$ cat src/rtl/dac_pkg.sv
// Shared definitions for the DAC setpoint path: sequencer states and default
// widths that must stay in step with the delta-sigma modulator.
package dac_pkg;

  localparam int DEFAULT_WIDTH  = 10;
  localparam int DEFAULT_RATE_W = 16;

  typedef enum logic [1:0] {
    IDLE = 2'd0,
    RAMP = 2'd1,
    DONE = 2'd2
  } state_t;

endpackage

$ cat src/rtl/dac_ramp_sequencer_if.sv
// Command channel into the ramp sequencer: valid/ready handshake carrying the
// target, step and tick interval, plus the abort request.
interface dac_ramp_sequencer_if
  import dac_pkg::*;
#(
  parameter int WIDTH  = DEFAULT_WIDTH,
  parameter int RATE_W = DEFAULT_RATE_W
);

  logic              cmd_valid;
  logic              cmd_ready;
  logic [WIDTH-1:0]  cmd_target;
  logic [WIDTH-1:0]  cmd_step;
  logic [RATE_W-1:0] cmd_rate;
  logic              abort;

  modport master (
    output cmd_valid,
    output cmd_target,
    output cmd_step,
    output cmd_rate,
    output abort,
    input  cmd_ready
  );

  modport slave (
    input  cmd_valid,
    input  cmd_target,
    input  cmd_step,
    input  cmd_rate,
    input  abort,
    output cmd_ready
  );

endinterface

$ cat src/rtl/dac_tick_prescaler.sv
// Free-running interval counter: tick is high in the cycle where the count
// equals rate, so ticks arrive every rate+1 clocks while clear is low.
module dac_tick_prescaler
  import dac_pkg::*;
#(
  parameter int RATE_W = DEFAULT_RATE_W
) (
  input  logic              clk,
  input  logic              rst,
  input  logic              clear,
  input  logic [RATE_W-1:0] rate,
  output logic              tick
);

  logic [RATE_W-1:0] count_reg;
  logic [RATE_W-1:0] count_next;

  assign tick = (count_reg == rate);

  always_comb begin
    count_next = count_reg + 1'b1;
    if (clear || tick) begin
      count_next = '0;
    end
  end

  always_ff @(posedge clk or posedge rst) begin
    if (rst) begin
      count_reg <= '0;
    end else begin
      count_reg <= count_next;
    end
  end

endmodule

$ cat src/rtl/dac_ramp_sequencer.sv
// Slew-limited setpoint controller: accepts a target code and walks dac_code
// toward it by at most one step per prescaler tick, never overshooting.
module dac_ramp_sequencer
  import dac_pkg::*;
#(
  parameter int               WIDTH      = DEFAULT_WIDTH,
  parameter int               RATE_W     = DEFAULT_RATE_W,
  parameter logic [WIDTH-1:0] RESET_CODE = '0
) (
  input  logic                 clk,
  input  logic                 rst,
  dac_ramp_sequencer_if.slave  cmd,
  output logic [WIDTH-1:0]     dac_code,
  output logic                 busy,
  output logic                 done
);

  state_t            state_reg,  state_next;
  logic [WIDTH-1:0]  code_reg,   code_next;
  logic [WIDTH-1:0]  target_reg, target_next;
  logic [WIDTH-1:0]  step_reg,   step_next;
  logic [RATE_W-1:0] rate_reg,   rate_next;
  logic              busy_reg,   busy_next;
  logic              done_reg,   done_next;

  logic              tick;
  logic              ramp_up;
  logic [WIDTH:0]    diff;
  logic              within_step;
  logic [WIDTH-1:0]  stepped_code;

  // Counter runs only while ramping, so it restarts from 0 on every accept.
  dac_tick_prescaler #(
    .RATE_W (RATE_W)
  ) u_prescaler (
    .clk   (clk),
    .rst   (rst),
    .clear (state_reg != RAMP),
    .rate  (rate_reg),
    .tick  (tick)
  );

  assign cmd.cmd_ready = (state_reg == IDLE);
  assign dac_code      = code_reg;
  assign busy          = busy_reg;
  assign done          = done_reg;

  // Distance is taken one bit wider; a partial step is only taken when
  // diff > step, so code +/- step stays strictly inside [0, 2^WIDTH-1].
  always_comb begin
    ramp_up      = (target_reg >= code_reg);
    diff         = ramp_up ? ({1'b0, target_reg} - {1'b0, code_reg})
                           : ({1'b0, code_reg} - {1'b0, target_reg});
    within_step  = (diff <= {1'b0, step_reg});
    stepped_code = ramp_up ? (code_reg + step_reg) : (code_reg - step_reg);
  end

  always_comb begin
    state_next  = state_reg;
    code_next   = code_reg;
    target_next = target_reg;
    step_next   = step_reg;
    rate_next   = rate_reg;
    busy_next   = busy_reg;
    done_next   = 1'b0;

    case (state_reg)
      IDLE: begin
        if (cmd.cmd_valid) begin
          target_next = cmd.cmd_target;
          step_next   = (cmd.cmd_step == '0) ? {{(WIDTH-1){1'b0}}, 1'b1}
                                             : cmd.cmd_step;
          rate_next   = cmd.cmd_rate;
          busy_next   = 1'b1;
          state_next  = RAMP;
        end
      end
      RAMP: begin
        if (cmd.abort) begin
          busy_next  = 1'b0;
          state_next = IDLE;
        end else if (tick) begin
          if (within_step) begin
            code_next  = target_reg;
            busy_next  = 1'b0;
            done_next  = 1'b1;
            state_next = DONE;
          end else begin
            code_next = stepped_code;
          end
        end
      end
      DONE: begin
        state_next = IDLE;
      end
      default: begin
        busy_next  = 1'b0;
        state_next = IDLE;
      end
    endcase
  end

  always_ff @(posedge clk or posedge rst) begin
    if (rst) begin
      state_reg  <= IDLE;
      code_reg   <= RESET_CODE;
      target_reg <= RESET_CODE;
      step_reg   <= {{(WIDTH-1){1'b0}}, 1'b1};
      rate_reg   <= '0;
      busy_reg   <= 1'b0;
      done_reg   <= 1'b0;
    end else begin
      state_reg  <= state_next;
      code_reg   <= code_next;
      target_reg <= target_next;
      step_reg   <= step_next;
      rate_reg   <= rate_next;
      busy_reg   <= busy_next;
      done_reg   <= done_next;
    end
  end

endmodule

$ cat src/flat_wrapper.sv
// flat-port wrapper written by rule: the top's interface ports become plain ports
module dac_ramp_sequencer_flat import dac_pkg::*;
#(
  parameter int               WIDTH      = DEFAULT_WIDTH,
  parameter int               RATE_W     = DEFAULT_RATE_W,
  parameter logic [WIDTH-1:0] RESET_CODE = '0
)
  (clk, rst, dac_code, busy, done, cmd_cmd_valid, cmd_cmd_target, cmd_cmd_step, cmd_cmd_rate, cmd_abort, cmd_cmd_ready);
  dac_ramp_sequencer_if #(.WIDTH(WIDTH), .RATE_W(RATE_W)) cmd_i ();
  input  logic clk;
  input  logic rst;
  output logic [WIDTH-1:0] dac_code;
  output logic busy;
  output logic done;
  input wire logic [$bits(cmd_i.cmd_valid)-1:0] cmd_cmd_valid;
  input wire logic [$bits(cmd_i.cmd_target)-1:0] cmd_cmd_target;
  input wire logic [$bits(cmd_i.cmd_step)-1:0] cmd_cmd_step;
  input wire logic [$bits(cmd_i.cmd_rate)-1:0] cmd_cmd_rate;
  input wire logic [$bits(cmd_i.abort)-1:0] cmd_abort;
  output wire logic [$bits(cmd_i.cmd_ready)-1:0] cmd_cmd_ready;
  assign cmd_i.cmd_valid = cmd_cmd_valid;
  assign cmd_i.cmd_target = cmd_cmd_target;
  assign cmd_i.cmd_step = cmd_cmd_step;
  assign cmd_i.cmd_rate = cmd_cmd_rate;
  assign cmd_i.abort = cmd_abort;
  assign cmd_cmd_ready = cmd_i.cmd_ready;
  dac_ramp_sequencer #(.WIDTH(WIDTH), .RATE_W(RATE_W), .RESET_CODE(RESET_CODE)) u_core (.clk(clk), .rst(rst), .cmd(cmd_i), .dac_code(dac_code), .busy(busy), .done(done));
endmodule
$ cat config.mk
export PLATFORM = sky130hd
export DESIGN_NAME = dac_ramp_sequencer_flat
export DESIGN_NICKNAME = d
export VERILOG_FILES = /design/src/rtl/dac_pkg.sv /design/src/rtl/dac_ramp_sequencer_if.sv /design/src/rtl/dac_tick_prescaler.sv /design/src/rtl/dac_ramp_sequencer.sv /design/src/flat_wrapper.sv
export SDC_FILE = /design/constraint.sdc
export NUM_CORES = 1
export LEC_CHECK = 0
export CORE_UTILIZATION = 50
export CTS_BUF_LIST = sky130_fd_sc_hd__clkbuf_2 sky130_fd_sc_hd__clkbuf_4 sky130_fd_sc_hd__clkbuf_8
export CTS_CLUSTER_SIZE = 24
export DETAILED_ROUTE_END_ITERATION = 7
export MAX_ROUTING_LAYER = met4
export PLACE_DENSITY = 0.72
export REMOVE_ABC_BUFFERS = 1
export SLEW_MARGIN = 5
export SYNTH_ARGS = -nofsm -noshare
export SYNTH_HDL_FRONTEND = slang
export SYNTH_SLANG_ARGS = --single-unit
$ cat constraint.sdc
create_clock -name clk -period 4.6 [get_ports clk]
set_input_delay 0.46 -clock clk [delete_from_list [all_inputs] [get_ports clk]]
set_output_delay 0.46 -clock clk [all_outputs]
set_load 0.01 [all_outputs]
==> flow_summary.ini <==
[status]
status = completed

[power]
pwr-share-seq_pct = 29.0
cell_internal_pwr_uw = 1555
leakage_uw = 0.002417
ir_drop_mv = 0.2156
power.density_mw_per_mm2 = 460.3
net-switching-power_uw = 953.2
clockPowerShare_pct = 23.9
p_sw_share_pct = 38.00
p_comb_share_pct = 47.0

[synthesis]
yosysTopAreaCellShare_pct = 35.67
synth_top_area_cell = dfrtp_1
ys_ff_latch = 66
synth_warnings = 0
async_flop_share_pct = 100.0
avgSynthCellArea_um2 = 9.251
synth_area_leaders = dfrtp_1, ha_1, xnor2_1
ys.flop_type = dfrtp_1
synth_edf_count = 0
yosys-top-cells-count = dfrtp_1, inv_1, nand2_1
synth_cells = 493
yosysSeqAreaShare_pct = 36.24
netlist_area_mm2 = 0.004561
synth_cell_types = 55
yosysMostFrequentCell = dfrtp_1

[setup_path]
r2r_slack_ps = 300
cp.required_ps = 4840
critical_path_peak_fanout = 8
cp_slowest_stage_delay_ps = 420
worstPathCellList = inv_1 -> ha_1 -> and3_4 -> a32oi_2 -> a41oi_4 -> a2111o_1 -> a31oi_1 -> o22ai_1 -> xor2_1 -> ha_1 -> a21o_1 -> a21oi_2 -> nand2b_1 -> o31ai_2 -> o211ai_2 -> o21a_1 -> a211o_1
cp_common_cell = ha_1
end_kind = flop
r2r-end = u_core.busy$_DFFE_PP0P_
worstSetupPathType = flop to flop
worstPathArrival_ps = 4540
rr_worst_depth = 17
start_kind = flop
r2r-start = u_core.dac_code[3]$_DFFE_PP0P_
crit_slowest_cell = a2111o_1

[job]
drv_cap = 0

[timing]
hold_viol_final = 0
setup_viol = 0
tns_ps = 0
relSlewSlack_pct = 29.75
drv_slew = 0
period_share_pct = 93.44
skew_ps = 14.88
worstMarginPinSlew_ps = 1054
rsz0062_at_grt = no
fmax_ghz = 0.2326
period_minus_slack_ps = 4298

[route]
final_antenna_net_count = 0
route.detailed.drc = 0
firstDrtPassIters = 4
wl_mm = 10.87
wl_per_cell_um = 16.47
vias_per_cell = 5.595
route.vias.total = 3693
detailedRoute.firstIterationViolations = 127

[placement]
gp_congestion = 0.9500
dp_hpwl_mm = 8.202
portBuffers = 52
placed_area_mm2 = 0.005181

[die]
coreArea_mm2 = 0.008763
dieArea_mm2 = 0.009507
fp.dieH_um = 97.51
io_pins = 53
start_util_pct = 52.04
dieWidth_um = 97.51
row_count = 34

[clock_network]
htree_levels = 3
cts_buffer_depth = 2
cts.sinks = 66
numCtsBuffers = 9
clk_pin_slew_worst_paths_ps = 90
root_buffer = clkbuf_8
cts_tree = yes
clk_latency_ps = 360

[global_routing]
grt_util_all_layers_pct = 25.04
antenna_found_initial = 0
overflow = 0
grt_pass1_vias = 3727
grt_pass1_wl_mm = 18.23
grt_max_degree = 59

[worst_hold_path]
hold_class = primary input to async pin

[final_layout]
fin_area_mm2 = 0.005449
area_growth_syn_to_layout_pct = 19.48
nets = 632
fin_util_pct = 62.18
antenna_cells = 0
drive_above_1_share_pct = 9.964
-- what timing repair did --
action,in CTS,in global routing
gates resized for setup,0,9
setup buffers,0,1
hold buffers,0,0
endpoints found under the hold margin,0,0
endpoints found under the setup margin,0,13
-- how the worst max path moves through the flow --
stage	from	end	slack (ps)	depth (start not counted)
after global routing	u_core.dac_code[0]$_DFFE_PP0P_	u_core.dac_code[9]$_DFFE_PP0P_	20	19
after global placement	u_core.dac_code[0]$_DFFE_PP0P_	u_core.dac_code[4]$_DFFE_PP0P_	230	19
after detailed placement	u_core.dac_code[4]$_DFFE_PP0P_	u_core.dac_code[1]$_DFFE_PP0P_	170	18
final	u_core.dac_code[3]$_DFFE_PP0P_	u_core.busy$_DFFE_PP0P_	300	17
after floorplan	u_core.dac_code[1]$_DFFE_PP0P_	u_core.busy$_DFFE_PP0P_	310	17
after CTS	u_core.dac_code[0]$_DFFE_PP0P_	u_core.dac_code[8]$_DFFE_PP0P_	150	19
-- power by group through the flow --
stage	Combinational (uW)	Sequential (uW)	Clock [uW]
after floorplan	834	719	0
after global placement	1100	736	0
after detailed placement	1130	740	0
after CTS	1140	729	612
after global routing	1300	740	634
final	1180	729	600
-- logic make-up (layout without fill, tap and decap cells) --
| family | Yosys count | count (layout) | synth area share (%) |
|---|---|---|---|
| xor gates and xnor gates | 51 | 51 | 10.10 |
| DFF | 66 | 66 | 36.24 |
| buffers and inverters | 60 | 119 | 5.487 |
| muxes | 28 | 28 | 6.584 |
| AOI/OAI and AO/OA | 106 | 106 | 14.95 |
| and+or+nand+nor | 138 | 138 | 14.07 |
| adders and majority gates | 44 | 44 | 12.57 |
-- metal layers --
layer | global-route usage, % | up-vias | share of wire (%) | routed length (um)
met4 | 10.29 | 0 | 1.8 | 200
met5 | - | - | 0 | 0
met1 | 31.45 | 1779 | 44 | 4834
met2 | 40.83 | 91 | 49 | 5373
met3 | 3.309 | 16 | 4.2 | 459
li1 | - | 1807 | - | -
-- worst max-delay path: cells and delay by family (launching register included) --
kind | cells | cell delay [ps]
AO/OA/AOI/OAI | 11 | 2490
adder cells (fa/ha/maj) | 2 | 680
flip-flops | 1 | 410
AND/OR/NAND/NOR | 2 | 290
XOR/XNOR | 1 | 260
buffers and inverters | 1 | 50
-- metrics by stage --
step | worst slack [ps] | total power (uW) | hold WS, ps | cells
4_1_cts | 145.7 | 2476 | 459.7 | 659
3_3_place_gp | 234.5 | 1838 | 492.5 | 644
3_5_place_dp | 166.3 | 1867 | 497.8 | 644
6_report | 301.6 | 2508 | 446.0 | 660
2_1_floorplan | 311.6 | 1553 | 499.8 | 478
5_1_grt | 19.17 | 2673 | 496.9 | 660
-- area by class of cell --
type	count	area, um^2
timing repair buffer	59	576.8
inverter	45	168.9
clock inverter	6	115.1
sequential	66	1654
tap	108	135.1
multi-input combinational	367	2675
clock buffer	9	123.9
fill	752	3314
-- placed cells by master, fill, tap and decap left out, types with 2 or more instances in the layout --
| cell type | n |
|---|---|
| mux2_2 | 16 |
| nand2b_1 | 3 |
| or2_2 | 2 |
| nor4_1 | 2 |
| ha_1 | 38 |
| xor2_1 | 10 |
| nand3_1 | 16 |
| a21o_1 | 7 |
| a21oi_1 | 15 |
| o21ai_1 | 11 |
| inv_1 | 44 |
| dfrtp_1 | 64 |
| o21ai_0 | 34 |
| a211oi_1 | 4 |
| a31oi_1 | 7 |
| nand4_1 | 10 |
| clkbuf_8 | 9 |
| nor3_1 | 9 |
| fa_1 | 3 |
| nor2b_1 | 5 |
| o21a_1 | 6 |
| ha_2 | 3 |
| and3_1 | 5 |
| mux2i_1 | 12 |
| buf_4 | 6 |
| bufinv_16 | 3 |
| o31ai_1 | 3 |
| nor2_1 | 37 |
| clkdlybuf4s50_1 | 52 |
| o21bai_1 | 2 |
| o22ai_1 | 2 |
| xnor2_1 | 40 |
| nand2_1 | 42 |
No activity file was read; power rests on OpenSTA's default activity.
